<file path="config.mk">
export PLATFORM = sky130hd
export DESIGN_NAME = adder_measure_ctrl
export DESIGN_NICKNAME = d
export VERILOG_FILES = /design/src/rtl/adder_measure_pkg.sv /design/src/rtl/adder_measure_ctrl_sync.sv /design/src/rtl/adder_measure_ctrl.sv
export SDC_FILE = /design/constraint.sdc
export NUM_CORES = 1
export LEC_CHECK = 0
export ABC_AREA = 1
export ABC_CLOCK_PERIOD_IN_PS = 2320
export CAP_MARGIN = 30
export CORE_ASPECT_RATIO = 0.8
export CORE_MARGIN = 4
export CORE_UTILIZATION = 51
export CTS_BUF_LIST = sky130_fd_sc_hd__clkbuf_8
export CTS_CLUSTER_SIZE = 28
export DETAILED_ROUTE_END_ITERATION = 16
export GPL_TIMING_DRIVEN = 0
export PLACE_DENSITY_LB_ADDON = 0.2
export SYNTH_ARGS = -nofsm -noshare
export SYNTH_HDL_FRONTEND = slang
export SYNTH_HIERARCHICAL = 1
export SYNTH_SLANG_ARGS = --single-unit
</file>
<file path="constraint.sdc">
create_clock -name wb_clk_i -period 2.32 [get_ports wb_clk_i]
set_input_delay 0.232 -clock wb_clk_i [delete_from_list [all_inputs] [get_ports wb_clk_i]]
set_output_delay 0.232 -clock wb_clk_i [all_outputs]
set_load 0.05 [all_outputs]
</file>
<file path="src/rtl/adder_measure_pkg.sv">
// Shared types and defaults for the adder ring-oscillator measurement sequencer.
// Holds the FSM state encoding, default widths and the disabled-tap mask level.
package adder_measure_pkg;

    localparam int DEF_WIDTH         = 32;
    localparam int DEF_COUNT_W       = 16;
    localparam int DEF_WINDOW_W      = 32;
    localparam int DEF_SETTLE_CYCLES = 4;
    localparam int DEF_SYNC_STAGES   = 2;

    // Tap-select masks are active-low: a 1 disables the tap.
    localparam logic MASK_OFF = 1'b1;

    typedef enum logic [2:0] {
        IDLE,
        SETUP,
        RUN,
        DRAIN,
        DONE
    } state_t;

endpackage

</file>
<file path="src/rtl/adder_measure_ctrl_sync.sv">
// Multi-flop synchronizer for the asynchronous ring output, followed by a
// one-flop rising-edge detector producing a single-cycle pulse.
module async_edge_sync #(
    parameter int STAGES = 2
) (
    input  logic clk,
    input  logic rst_n,
    input  logic async_in,
    output logic rise
);

    logic [STAGES-1:0] sync_q;
    logic              last_q;

    // NOTE: sequential state uses non-blocking assignments so every flop samples the pre-edge value.
    always_ff @(posedge clk) begin
        if (!rst_n) begin
            sync_q <= '0;
            last_q <= 1'b0;
        end else begin
            sync_q <= {sync_q[STAGES-2:0], async_in};
            last_q <= sync_q[STAGES-1];
        end
    end

    assign rise = sync_q[STAGES-1] & ~last_q;

endmodule

</file>
<file path="src/rtl/adder_measure_ctrl.sv">
// Measurement sequencer: latches adder operands and tap masks, enables the ring
// for a programmed window and reports a saturating count of ring rising edges.
module adder_measure_ctrl
    import adder_measure_pkg::*;
#(
    parameter int WIDTH         = DEF_WIDTH,
    parameter int COUNT_W       = DEF_COUNT_W,
    parameter int WINDOW_W      = DEF_WINDOW_W,
    parameter int SETTLE_CYCLES = DEF_SETTLE_CYCLES,
    parameter int SYNC_STAGES   = DEF_SYNC_STAGES
) (
    input  logic                wb_clk_i,
    input  logic                wb_rst_n,
    input  logic                start,
    input  logic                abort,
    input  logic [WIDTH-1:0]    cfg_a,
    input  logic [WIDTH-1:0]    cfg_b,
    input  logic [WIDTH-1:0]    cfg_ring_mask,
    input  logic [WIDTH-1:0]    cfg_ext_mask,
    input  logic [WINDOW_W-1:0] cfg_window,
    input  logic                chain_out,
    output logic [WIDTH-1:0]    a_input,
    output logic [WIDTH-1:0]    b_input,
    output logic [WIDTH-1:0]    a_input_ring_bit_b,
    output logic [WIDTH-1:0]    a_input_ext_bit_b,
    output logic                ring_en,
    output logic                busy,
    output logic                done,
    output logic                overflow,
    output logic [COUNT_W-1:0]  ring_count
);

    localparam logic [WINDOW_W-1:0] ONE         = WINDOW_W'(1);
    localparam logic [WINDOW_W-1:0] SETTLE_LOAD = WINDOW_W'(SETTLE_CYCLES);
    localparam logic [WINDOW_W-1:0] DRAIN_LOAD  = WINDOW_W'(SYNC_STAGES + 1);

    state_t              state_q;
    state_t              state_d;
    logic [WINDOW_W-1:0] timer_q;
    logic [WINDOW_W-1:0] window_q;
    logic                accept;
    logic                timer_last;
    logic                counting;
    logic                rise;

    async_edge_sync #(
        .STAGES (SYNC_STAGES)
    ) u_sync (
        .clk      (wb_clk_i),
        .rst_n    (wb_rst_n),
        .async_in (chain_out),
        .rise     (rise)
    );

    assign accept     = (state_q == IDLE) && start && !abort;
    assign timer_last = (timer_q == ONE);
    assign counting   = (state_q == RUN) || (state_q == DRAIN);

    always_ff @(posedge wb_clk_i) begin
        if (!wb_rst_n) begin
            state_q <= IDLE;
        end else begin
            state_q <= state_d;
        end
    end

    // NOTE: every output and the next state get a default first, so no path can infer a latch.
    always_comb begin
        state_d = state_q;
        ring_en = 1'b0;
        busy    = 1'b1;
        done    = 1'b0;
        case (state_q)
            IDLE: begin
                busy = 1'b0;
                if (accept) state_d = SETUP;
            end
            SETUP: begin
                if (timer_last) state_d = (window_q == '0) ? DRAIN : RUN;
            end
            RUN: begin
                ring_en = 1'b1;
                if (timer_last) state_d = DRAIN;
            end
            DRAIN: begin
                if (timer_last) state_d = DONE;
            end
            DONE: begin
                done    = 1'b1;
                state_d = IDLE;
            end
            default: state_d = IDLE;
        endcase
        if (abort && (state_q != IDLE)) state_d = IDLE;
    end

    // Single down-counter shared by the settle, run and drain phases; IDLE preloads settle.
    always_ff @(posedge wb_clk_i) begin
        if (!wb_rst_n) begin
            timer_q <= '0;
        end else begin
            case (state_q)
                SETUP:   timer_q <= timer_last ? ((window_q == '0) ? DRAIN_LOAD : window_q)
                                               : timer_q - ONE;
                RUN:     timer_q <= timer_last ? DRAIN_LOAD : timer_q - ONE;
                DRAIN:   timer_q <= timer_q - ONE;
                default: timer_q <= SETTLE_LOAD;
            endcase
        end
    end

    always_ff @(posedge wb_clk_i) begin
        if (!wb_rst_n) begin
            a_input            <= '0;
            b_input            <= '0;
            a_input_ring_bit_b <= {WIDTH{MASK_OFF}};
            a_input_ext_bit_b  <= {WIDTH{MASK_OFF}};
            window_q           <= '0;
        end else if (accept) begin
            a_input            <= cfg_a;
            b_input            <= cfg_b;
            a_input_ring_bit_b <= cfg_ring_mask;
            a_input_ext_bit_b  <= cfg_ext_mask;
            window_q           <= cfg_window;
        end
    end

    // Saturating edge counter; an edge arriving at all-ones is lost and flagged.
    always_ff @(posedge wb_clk_i) begin
        if (!wb_rst_n) begin
            ring_count <= '0;
            overflow   <= 1'b0;
        end else if (accept) begin
            ring_count <= '0;
            overflow   <= 1'b0;
        end else if (counting && rise) begin
            if (&ring_count) begin
                overflow <= 1'b1;
            end else begin
                ring_count <= ring_count + 1'b1;
            end
        end
    end

endmodule

</file>
# Yosys cells after proc, flatten, opt, wreduce, memory -nomap -nowiden
# Index checks and enable logic that the tools add are counted.
# word_totals
out_inout_bits	148
ff_bits	215
inputBits	165
elab_cells	54
# classes
bitwise_logic	4
n_mux	13
n_reduce_logical	15
n_addsub	2
n_eq_ne	9
# ops
cell	count
two-way mux 32 bit	3
one-hot mux 32 bit (3 select lines)	1
== test 32 x 1 -> 1 bit (second input constant)	1
logical NOT 32 bit	1
subtractor 32 x 1 -> 32 bit (second input constant)	1
AND reduction 17 bit	1
adder 16 x 1 -> 16 bit (second input constant)	1
AND reduction 16 bit	1
two-way mux 3 bit	4
one-hot mux 3 bit (4 select lines)	1
inequality test 2 bit (second input constant)	4
== test 3 x 2 -> 1 bit (second input constant)	2
logical AND 1 bit	4
two-way mux 1 bit	4
AND reduction 4 bit	1
OR reduction 2 bit	2
== test 3 x 1 -> 1 bit (second input constant)	1
== test 3 bit (second input constant)	1
logical NOT 3 bit	1
NOT 1 bit	3
nonzero test 3 bit	1
AND reduction 2 bit	1
bitwise AND 1 bit	1
logical NOT 1 bit	1
logical OR 1 bit	1

# Longest topological paths before layout
# Gate-level depths: netlist of the first run.
# logic_depth
depth_word	5
ltp_mapped	12
mapped_depth_nobuf	11

# Cells and area by module
# Netlist of the first run, hierarchy kept.
# by_module_without_submodules
mod	cells_each	area_per_inst_um2	instances	seq_area_each_um2
adder_measure_ctrl	1258	9113.7	1	4244.1
async_edge_sync	11	92.6	1	60.1

# Worst setup path before layout of the first run
# No wires, ideal clock.
# synth_path
path_kind	reg2reg
start	register ring_count[0]
end	register ring_count[14]
path_buffers	0
period_less_slack_ps	1934
path_slack_ps	386
required_ps	2201
path_stages_with_launch	9
setup_ps	119
arrival_time_ps	1815
path_cell_list	dfxtp_1 > ha_1 > inv_1 > nor4_1 > nand3_1 > nand2_1 > nand2_1 > nand2_1 > a21oi_1
# synth_via
elab_chain_len	3
word_cells_on_any_way	4
cone_classes	1 x add/sub; 1 x bitwise; 2 x reduce/logical
# synth_lines
element	line_no	source
from (decl)	adder_measure_ctrl.sv:30	output logic [COUNT_W-1:0] ring_count
from (signal assigned)	adder_measure_ctrl.sv:140	ring_count <= ring_count + 1'b1;
branches (longest 3 deep; another with adder 16 x 1 -> 16 bit)	-	
# Parallel ways; which one is timed is not known.
# A chain may end at the register's enable or synchronous reset.

# Final worst setup path of the first run
# layout_path
start	register state_q[2]
end	output done
# layout_via
elab_chain_len	2
# layout_lines
element	line_no	source
from (decl)	adder_measure_ctrl.sv:37	state_t state_q;
from (signal assigned)	adder_measure_ctrl.sv:63	state_q <= state_d;
== test 3 bit	adder_measure_ctrl.sv:73	case (state_q)
two-way mux 1 bit	adder_measure_ctrl.sv:73	
to (decl)	adder_measure_ctrl.sv:28	output logic done,
# No other way between the ends.

==> impl_metrics.py, run 1 <==
metrics = {
    "status": {
        "outcome": "complete, no violations",
    },
    "clocking": {
        "clk_latency_ns": 0.52,
        "htreeDepth": 2,
        "cts_made_buffers": 35,
        "post_cts_buffers": 0,
        "clockBufferDepth": 3,
        "cts_root_buffer": "clkbuf_8",
        "clock-sinks": 215,
        "path_clk_slew_ns": 0.07,
        "tritoncts": "built",
    },
    "drt": {
        "dr.pass1.iters": 5,
        "wl_per_cell_um": 16.6,
        "avgViaCountPerCell": 5.19,
        "drc_errors": 0,
        "drt-initial-drc-count": 694,
        "drtAntennaViolNets": 0,
        "via_count": 9690,
        "drt_wl_total_um": 30900,
    },
    "critical_path": {
        "r2r_setup_slack_ns": 0.33,
        "worstSetupStartpointType": "flip-flop",
        "path_depth": 3,
        "worst-path-max-fanout": 4,
        "crit_type": "flip-flop to output port",
        "r2r-start": "timer_q[0]",
        "critPathBufInv": 2,
        "crit_chain": "inv_2 -> nor3_1 -> clkdlybuf4s50_1",
        "crit_family": "buffers and inverters",
        "endpoint_kind": "output port",
        "worstRegToRegCells": 10,
        "cp.required_ns": 2.09,
        "critPathMaxStageDelay_ns": 0.82,
        "critPathSlowestCell": "clkdlybuf4s50_1",
        "timing.rr.end": "timer_q[28]",
        "worstPathArrival_ns": 2.01,
    },
    "job": {
        "drv_cap": 0,
    },
    "timing": {
        "rsz0062_at_grt": "false",
        "tightestPinTransition_ns": 0.713,
        "drv_slew": 0,
        "fmax_ghz": 0.447,
        "tns_ns": 0,
        "final.period_utilization_pct": 96.5,
        "slew_headroom_pct": 52.0,
        "setup_violations": 0,
        "period_needed_ns": 2.24,
        "setup_ws_ns": 0.0817,
        "clock_skew_ns": 0.0250,
        "hold_violations": 0,
    },
    "global_route": {
        "overflow": 0,
        "grt_max_degree": 11,
        "grt_pass1_wl_um": 48000,
        "grt_usage_pct": 29.6,
        "antenna_found_initial": 1,
        "grt_pass1_vias": 9363,
    },
    "synthesis": {
        "async_flop_share_pct": 0,
        "syn_inst": 1269,
        "synthTopCellsByCount": "269 x nand2_1, 215 x dfxtp_1, 207 x nor2_1",
        "synth_edf_count": 0,
        "ys_warn_count": 6,
        "synth_cell_types": 37,
        "synth_top_cell_by_area": "dfxtp_1",
        "synth_area_leaders": "dfxtp_1 47%, nand2_1 11%, nor2_1 8.4%",
        "synthDominantCellAreaShare_pct": 46.8,
        "seq_area_frac_synth_pct": 46.8,
        "synth.cell_area_um2": 9210,
        "synth_most_common_cell": "nand2_1",
        "ys.flop_type": "dfxtp_1",
        "synth.avg_cell_area_um2": 7.25,
        "synth_nets": 1437,
        "synth-seq-cells": 215,
    },
    "power": {
        "max-vdd-ir-drop_mv": 0.592,
        "p_leak_uw": 0.00572,
        "pwr_density_cell_nw_per_um2": 722,
    },
    "hold_path": {
        "holdPathStages": 3,
        "hold_start": "chain_out",
        "whs_endpoint": "u_sync/sync_q[0]",
        "hold_path.class": "input pin to flip-flop",
    },
    "place": {
        "place_congestion": 0.958,
        "post-place-ws_ns": -0.0757,
        "place_area_um2": 12600,
        "hpwl_um": 23500,
        "dp.cells": 1806,
        "portBuffers": 312,
    },
    "die": {
        "die_height_um": 128,
        "core_um2": 17500,
        "initial_core_util_pct": 52.5,
        "die_area_um2": 20300,
        "die_w_um": 158,
        "core.rowCount": 43,
        "design.portCount": 313,
    },
    "final_layout": {
        "layout-drive-gt1-share_pct": 8.41,
        "final_cells": 1867,
        "area_growth_pct": 44.5,
        "fin_area_um2": 13300,
        "nNetsFinal": 1786,
    },
}
report_power, final:
part	switching (uW)	internal [uW]
registers	124	3920
logic	1410	845
clock network	1510	1790
state kept, by name, summed over array words and instances, names as in the netlist:
signal and cells:
overflow 1, a_input 32, u_sync/last_q 1, window_q 32
timer_q 32, a_input_ring_bit_b 32, a_input_ext_bit_b 32, u_sync/sync_q 2
state_q 3, ring_count 16, b_input 32
cell usage in the layout, fill, tap and decap left out, types with 2 or more instances in the layout:
master,instances
clkdlybuf4s50_1,311
clkbuf_8,43
xnor2_1,12
ha_1,3
nor3_4,2
nand2_2,8
buf_2,35
o21ai_1,4
nand2_1,269
o21bai_1,3
buf_6,4
nand4_1,21
buf_4,3
inv_2,8
dfxtp_1,215
nand2_4,4
xor2_1,15
nor2_4,10
nor2_1,207
o21ai_0,108
clkbuf_1,23
clkinv_2,3
nor3_1,7
inv_1,97
a21oi_1,80
nor2_2,11
nand3_1,119
final cells by class:
| cell class | instances | area (um2) |
|---|---|---|
| Timing Repair Buffer | 312 | 3120 |
| Antenna cell | 1 | 2.50 |
| Clock inverter | 17 | 103 |
| Multi-Input combinational cell | 894 | 4220 |
| Tap cell | 225 | 282 |
| Sequential cell | 215 | 4300 |
| Fill cell | 1346 | 4240 |
| Inverter | 95 | 357 |
| Buffer | 65 | 328 |
| Clock buffer | 43 | 592 |
repair_timing:
item | in CTS | in global routing
hold buffers | 0 | 0
setup endpoints to repair | 1 | 1
resized for setup | 3 | 2
metal layers:
layer	vias to the layer above	GRT usage, %	share of wire (%)
li1	4780	-	-
met1	4454	37.0	41
met2	372	47.6	47
met3	84	9.92	9.0
met4	0	11.0	3.4
met5	-	0	0
cell families after synthesis:
| logic type | share of synthesized area (%) |
|---|---|
| xor gates and xnor gates | 2.57 |
| AOI/OAI and AO/OA | 11.2 |
| DFF | 46.8 |
| buffers and inverters | 7.43 |
| and+or+nand+nor | 31.6 |
| adders and majority gates | 0.408 |
worst max path at each step:
stage / endpoint / from / slack, ns
6_report: done / state_q[2] / 0.08
5_1_grt: done / state_q[2] / 0.009
4_1_cts: done / state_q[2] / 0.06
3_5_place_dp: ring_count[7] / wb_rst_n / -0.08
3_3_place_gp: b_input[2] / wb_rst_n / -0.03
2_1_floorplan: ring_count[14] / ring_count[0] / 0.39
tightest hold or removal path, delay by kind of cell:
kind	cells	cell delay (ns)
and+or+nand+nor	1	0.06
buffers and inverters	2	0.42
stage by stage:
step | power, uW | hold WS [ns] | utilization (%)
after floorplan | 5490 | 0.325 | -
after global routing | 10000 | 0.278 | 75.8
after global placement | 6330 | 0.392 | 71.9
after CTS | 9640 | 0.240 | 75.9
after detailed placement | 6360 | 0.400 | 71.9
final | 9600 | 0.259 | 75.8
No activity file was read; power rests on OpenSTA's default activity.
==> run 2, diff against run 1 <==
--- a/config.mk
+++ b/config.mk
@@ -7,13 +7,13 @@
 export LEC_CHECK = 0
 export ABC_AREA = 1
 export ABC_CLOCK_PERIOD_IN_PS = 2320
-export CAP_MARGIN = 30
 export CORE_ASPECT_RATIO = 0.8
 export CORE_MARGIN = 4
 export CORE_UTILIZATION = 51
 export CTS_BUF_LIST = sky130_fd_sc_hd__clkbuf_8
 export CTS_CLUSTER_SIZE = 28
 export DETAILED_ROUTE_END_ITERATION = 16
+export GPL_ROUTABILITY_DRIVEN = 0
 export GPL_TIMING_DRIVEN = 0
 export PLACE_DENSITY_LB_ADDON = 0.2
 export SYNTH_ARGS = -nofsm -noshare
==> run 2 against run 1 <==
Non-clock buffer count unchanged. Critical path depth unchanged. Clock skew decreased by 0.0054 ns. Routed wire length decreased by 0.15%. Via count decreased by 0.72%. Global-route usage about the same. Clock power decreased by 4%.
==> impl_metrics.py, run 2 (same netlist as run 1, synthesis figures left out) <==
metrics = {
    "status": {
        "outcome": "complete, no violations",
    },
    "clocking": {
        "path_clk_slew_ns": 0.07,
        "cts_root_buffer": "clkbuf_8",
        "hold_buffers": 0,
        "htreeDepth": 2,
        "clockBufferDepth": 3,
        "clock-sinks": 215,
        "post_cts_buffers": 0,
        "tritoncts": "built",
        "cts_made_buffers": 34,
        "clk_latency_ns": 0.52,
    },
    "timing": {
        "drv_slew": 0,
        "rsz0062_at_grt": "false",
        "setup_violations": 0,
        "fmax_ghz": 0.450,
        "setup_ws_ns": 0.0963,
        "hold_violations": 0,
        "period_needed_ns": 2.22,
        "clock_skew_ns": 0.0197,
        "tightestPinTransition_ns": 0.697,
        "final.period_utilization_pct": 95.8,
        "slew_headroom_pct": 53.1,
        "hold-worst-slack_ns": 0.261,
    },
    "die": {
        "core.rowCount": 43,
        "die_area_um2": 20300,
        "core_um2": 17500,
        "die_w_um": 158,
        "initial_core_util_pct": 52.5,
        "design.portCount": 313,
        "die_height_um": 128,
    },
    "drt": {
        "drc_errors": 0,
        "via_count": 9620,
        "avgViaCountPerCell": 5.15,
        "drt_wl_total_um": 30900,
        "drt-initial-drc-count": 717,
        "dr.pass1.iters": 7,
        "wl_per_cell_um": 16.5,
        "drtAntennaViolNets": 0,
    },
    "place": {
        "hpwl_um": 23500,
        "post-place-ws_ns": -0.0682,
        "place_area_um2": 12600,
        "portBuffers": 312,
    },
    "final_layout": {
        "layout-drive-gt1-share_pct": 8.54,
        "layout_common_cells": "310 x clkdlybuf4s50_1, 269 x nand2_1, 215 x dfxtp_1, 207 x nor2_1, 119 x nand3_1",
        "nNetsFinal": 1785,
        "n_fill_cell": 1345,
        "layout_commonest_cell": "clkdlybuf4s50_1",
        "area_growth_pct": 44.3,
        "fin_area_um2": 13300,
        "final_util_pct": 75.7,
    },
    "global_route": {
        "overflow": 0,
        "grt_usage_pct": 29.6,
        "grt_max_degree": 11,
        "grt_pass1_vias": 9314,
        "antenna_found_initial": 2,
        "grt_pass1_wl_um": 47800,
    },
    "critical_path": {
        "worstPathArrival_ns": 1.99,
        "endpoint_kind": "output port",
        "startpoint": "state_q[1]",
        "worst-path-max-fanout": 5,
        "cp.required_ns": 2.09,
        "critPathSlowestCell": "clkdlybuf4s50_1",
        "critPathMaxStageDelay_ns": 0.81,
        "worstSetupStartpointType": "flip-flop",
        "crit_chain": "inv_2 -> nand3_2 -> clkdlybuf4s50_1",
        "r2r-start": "timer_q[0]",
        "crit_type": "flip-flop to output port",
    },
    "power": {
        "max-vdd-ir-drop_mv": 0.561,
        "pwr_density_cell_nw_per_um2": 714,
        "power_uw": 9490,
        "p_leak_uw": 0.00572,
    },
    "hold_path": {
        "hold_start": "chain_out",
        "hold_path.class": "input pin to flip-flop",
    },
    "job": {
        "drv_cap": 0,
    },
}
run 2: changes by cell type in the layout (fill, tap and decap cells not counted), sizes merged:
cell           previous run  this run
clkdlybuf4s50           311       310
clkdlybuf4s15             0         1
dlymetal6s2s              0         1
diode                     1         2
clkinv                    4         8
buf                      43        42
inv                     106       102
bufinv                    1         0
run 2: path summary, 6_finish.rpt:
kind / to / slack, ns / cells after the start
min reg2reg: u_sync/sync_q[1] / 0.41 / 2
max: busy / 0.1 / 3
max reg2reg: timer_q[28] / 0.37 / 10
min: u_sync/sync_q[0] / 0.26 / 3
run 2: what timing repair did:
action / in CTS / in global routing
gates resized for setup: 3 / 1
gates cloned: 0 / 0
endpoints found under the setup margin: 1 / 1
run 2: worst max-delay path: cells and delay by family (launching register included):
| family | cells | cell delay, ns |
|---|---|---|
| buf+inv | 2 | 0.90 |
| flops | 1 | 0.46 |
| simple gates | 1 | 0.11 |
run 2: area by class of cell:
class	instances	area (um2)	area share, %
tap	225	282	2.12
multi-input combinational	894	4220	31.8
buffer	65	328	2.47
clock inverter	16	72.6	0.546
inverter	95	357	2.68
antenna	2	5.00	0.0377
clock buffer	43	592	4.46
sequential	215	4300	32.4
timing repair buffer	312	3130	23.5
run 2: metal layers:
metal	part of all wire [%]	vias to the layer above	global-route usage, %
met3	8.9	91	10.3
met4	3.7	0	11.7
met5	0	-	0
li1	-	4786	-
met2	47	363	47.6
met1	40	4380	36.5
run 2: stage by stage:
stage | cells | TNS (ns)
3_3_place_gp | 1806 | -0.222
6_report | 1867 | 0
4_1_cts | 1865 | 0
3_5_place_dp | 1806 | -0.700
2_1_floorplan | 1269 | 0
5_1_grt | 1867 | 0
run 2: power breakdown:
part	total, uW	switching (uW)	internal, uW
clock network	3180	1510	1670
registers	4040	124	3920
logic	2260	1420	845
==> run 3, diff against run 2 <==
--- a/config.mk
+++ b/config.mk
@@ -7,7 +7,6 @@
 export LEC_CHECK = 0
 export ABC_AREA = 1
 export ABC_CLOCK_PERIOD_IN_PS = 2320
-export CORE_ASPECT_RATIO = 0.8
 export CORE_MARGIN = 4
 export CORE_UTILIZATION = 51
 export CTS_BUF_LIST = sky130_fd_sc_hd__clkbuf_8
@@ -16,6 +15,7 @@
 export GPL_ROUTABILITY_DRIVEN = 0
 export GPL_TIMING_DRIVEN = 0
 export PLACE_DENSITY_LB_ADDON = 0.2
+export REMOVE_ABC_BUFFERS = 1
 export SYNTH_ARGS = -nofsm -noshare
 export SYNTH_HDL_FRONTEND = slang
 export SYNTH_HIERARCHICAL = 1
==> run 3 against run 2 <==
Worst setup slack gained 0.053 ns. First-iteration DRC count is 6.6% lower. Maximum frequency grew 2.4%. Critical path depth grew 2. Sequential cell count stayed put. Sequential share of layout area increased by 0.27 points. Sequential power about the same. Utilization is 0.34 points lower. Final cell count is 2.2% lower. Combinational power about the same. Critical path type unchanged. Largest cell class unchanged. Largest power group unchanged.
==> impl_metrics.py, run 3 (same netlist as run 1, synthesis figures left out) <==
metrics = {
    "critical_path": {
        "cp.required_ns": 2.09,
        "critPathBufInv": 3,
        "worst-path-max-fanout": 8,
        "crit_family": "buffers and inverters",
        "r2r_setup_slack_ns": 0.27,
        "crit_type": "flip-flop to output port",
        "crit_chain": "inv_2 -> nor2_4 -> inv_1 -> nor2_1 -> clkdlybuf4s15_2",
        "endpoint_kind": "output port",
        "critPathSlowestCell": "dfxtp_2",
        "worstSetupStartpointType": "flip-flop",
        "critPathMaxStageDelay_ns": 0.43,
        "worstPathArrival_ns": 1.94,
    },
    "die": {
        "die_w_um": 142,
        "core_um2": 17500,
        "core.rowCount": 48,
        "design.portCount": 313,
        "die_area_um2": 20300,
        "initial_core_util_pct": 52.7,
        "die_height_um": 142,
    },
    "drt": {
        "wl_per_cell_um": 16.5,
        "drt-initial-drc-count": 670,
        "avgViaCountPerCell": 5.17,
        "via_count": 9430,
        "drc_errors": 0,
        "drt_wl_total_um": 30200,
        "drtAntennaViolNets": 0,
        "dr.pass1.iters": 8,
    },
    "timing": {
        "rsz0062_at_grt": "false",
        "tightestPinTransition_ns": 1.05,
        "fmax_ghz": 0.461,
        "hold_violations": 0,
        "period_needed_ns": 2.17,
        "slew_headroom_pct": 29.9,
        "drv_slew": 0,
        "setup_violations": 0,
        "clock_skew_ns": 0.0150,
        "setup_ws_ns": 0.149,
        "hold-worst-slack_ns": 0.255,
        "final.period_utilization_pct": 93.6,
    },
    "clocking": {
        "htreeDepth": 2,
        "cts_root_buffer": "clkbuf_8",
        "path_clk_slew_ns": 0.05,
        "clock-sinks": 215,
        "clk_latency_ns": 0.52,
        "tritoncts": "built",
        "cts_made_buffers": 36,
        "clockBufferDepth": 3,
    },
    "global_route": {
        "top_usage_layer": "met2",
        "grt_pass1_vias": 9093,
        "antenna_found_initial": 9,
        "met2_usage_pct": 47.6,
        "use_met3_pct": 11.3,
        "grt_usage_pct": 28.6,
        "grt_max_degree": 106,
        "grt_pass1_wl_um": 46700,
        "use_met1_pct": 32.6,
        "overflow": 0,
    },
    "final_layout": {
        "layout_commonest_cell": "clkdlybuf4s50_1",
        "area_growth_pct": 43.1,
        "nNetsFinal": 1733,
        "layout_common_cells": "308 x clkdlybuf4s50_1, 269 x nand2_1, 214 x dfxtp_1, 207 x nor2_1, 119 x nand3_1",
        "layout-drive-gt1-share_pct": 6.85,
    },
    "job": {
        "drv_cap": 0,
    },
    "place": {
        "portBuffers": 312,
        "hpwl_um": 21300,
        "post-place-ws_ns": -0.625,
    },
    "hold_path": {
        "hold_path.class": "input pin to flip-flop",
    },
    "status": {
        "outcome": "complete, no violations",
    },
    "power": {
        "max-vdd-ir-drop_mv": 0.570,
        "p_leak_uw": 0.00563,
        "pwr_density_cell_nw_per_um2": 723,
    },
}
-- run 3: cell types whose count changed in the layout (fill, tap and decap cells not counted), moves of 2 or more --
cell             change
buf_16               +2
buf_6                -4
diode_2              +7
clkbuf_8             +2
dlygate4sd2_1        +2
buf_12               +2
clkbuf_1            -23
inv_1                +9
buf_2               -34
clkdlybuf4s50_1      -2
clkinv_2             -6
-- run 3: repair_timing --
item | in CTS | in global routing
buffers inserted | 0 | 3
setup endpoints to repair | 104 | 86
hold buffers | 0 | 0
gates resized for setup | 6 | 5
pin swaps | 1 | 1
gates cloned | 2 | 2
-- run 3: routing by layer --
metal	vias to the layer above	wire length (um)
met2	362	14800
met5	-	0
met3	69	2890
met1	4304	11300
li1	4695	-
met4	0	1100
-- run 3: worst reg2reg max path, stage by stage, from the launching register on --
cell and delay (ns):
dfxtp_1 0.35, inv_2 0.17, nand3_4 0.17, nor2_4 0.33, clkinv_8 0.27, buf_16 0.32, o21ai_0 0.23, a21oi_1 0.06
-- run 3: final timing paths --
path                                        from                to  depth (start not counted)
worst max register to register        state_q[0]       window_q[7]                          7
worst min-delay path                   chain_out  u_sync/sync_q[0]                          3
worst max-delay path                  state_q[1]           ring_en                          5
worst min register to register  u_sync/sync_q[0]  u_sync/sync_q[1]                          2
-- run 3: cell type report --
cell class / instances / area (um2)
diodes: 9 / 22.5
clock buffers: 45 / 619
clock inverters: 19 / 78.8
fillers: 1339 / 4300
inverters: 95 / 370
multi-input cells: 897 / 4250
flip-flops and latches: 215 / 4310
well taps: 225 / 282
repair buffers: 319 / 3240
repair inverters: 1 / 8.76
-- run 3: stage by stage --
step           std cells  instance area [um2]  setup TNS [ns]  utilization (%)  power [uW]
6_report            1825                13200               0             75.4        9520
5_1_grt             1825                13200               0             75.4        9950
4_1_cts             1811                13100               0             74.9        9560
3_5_place_dp        1745                12400          -59.61             70.9        6310
3_3_place_gp        1741                12300        -1356.28             70.3        6300
2_1_floorplan       1204                 8880         -512.19                -        5440
-- run 3: power breakdown --
| group | internal [uW] | total (uW) | switching [uW] |
|---|---|---|---|
| registers | 3920 | 4040 | 121 |
| clock network | 1740 | 3250 | 1510 |
| logic | 834 | 2240 | 1400 |
| total | 6500 | 9520 | 3030 |
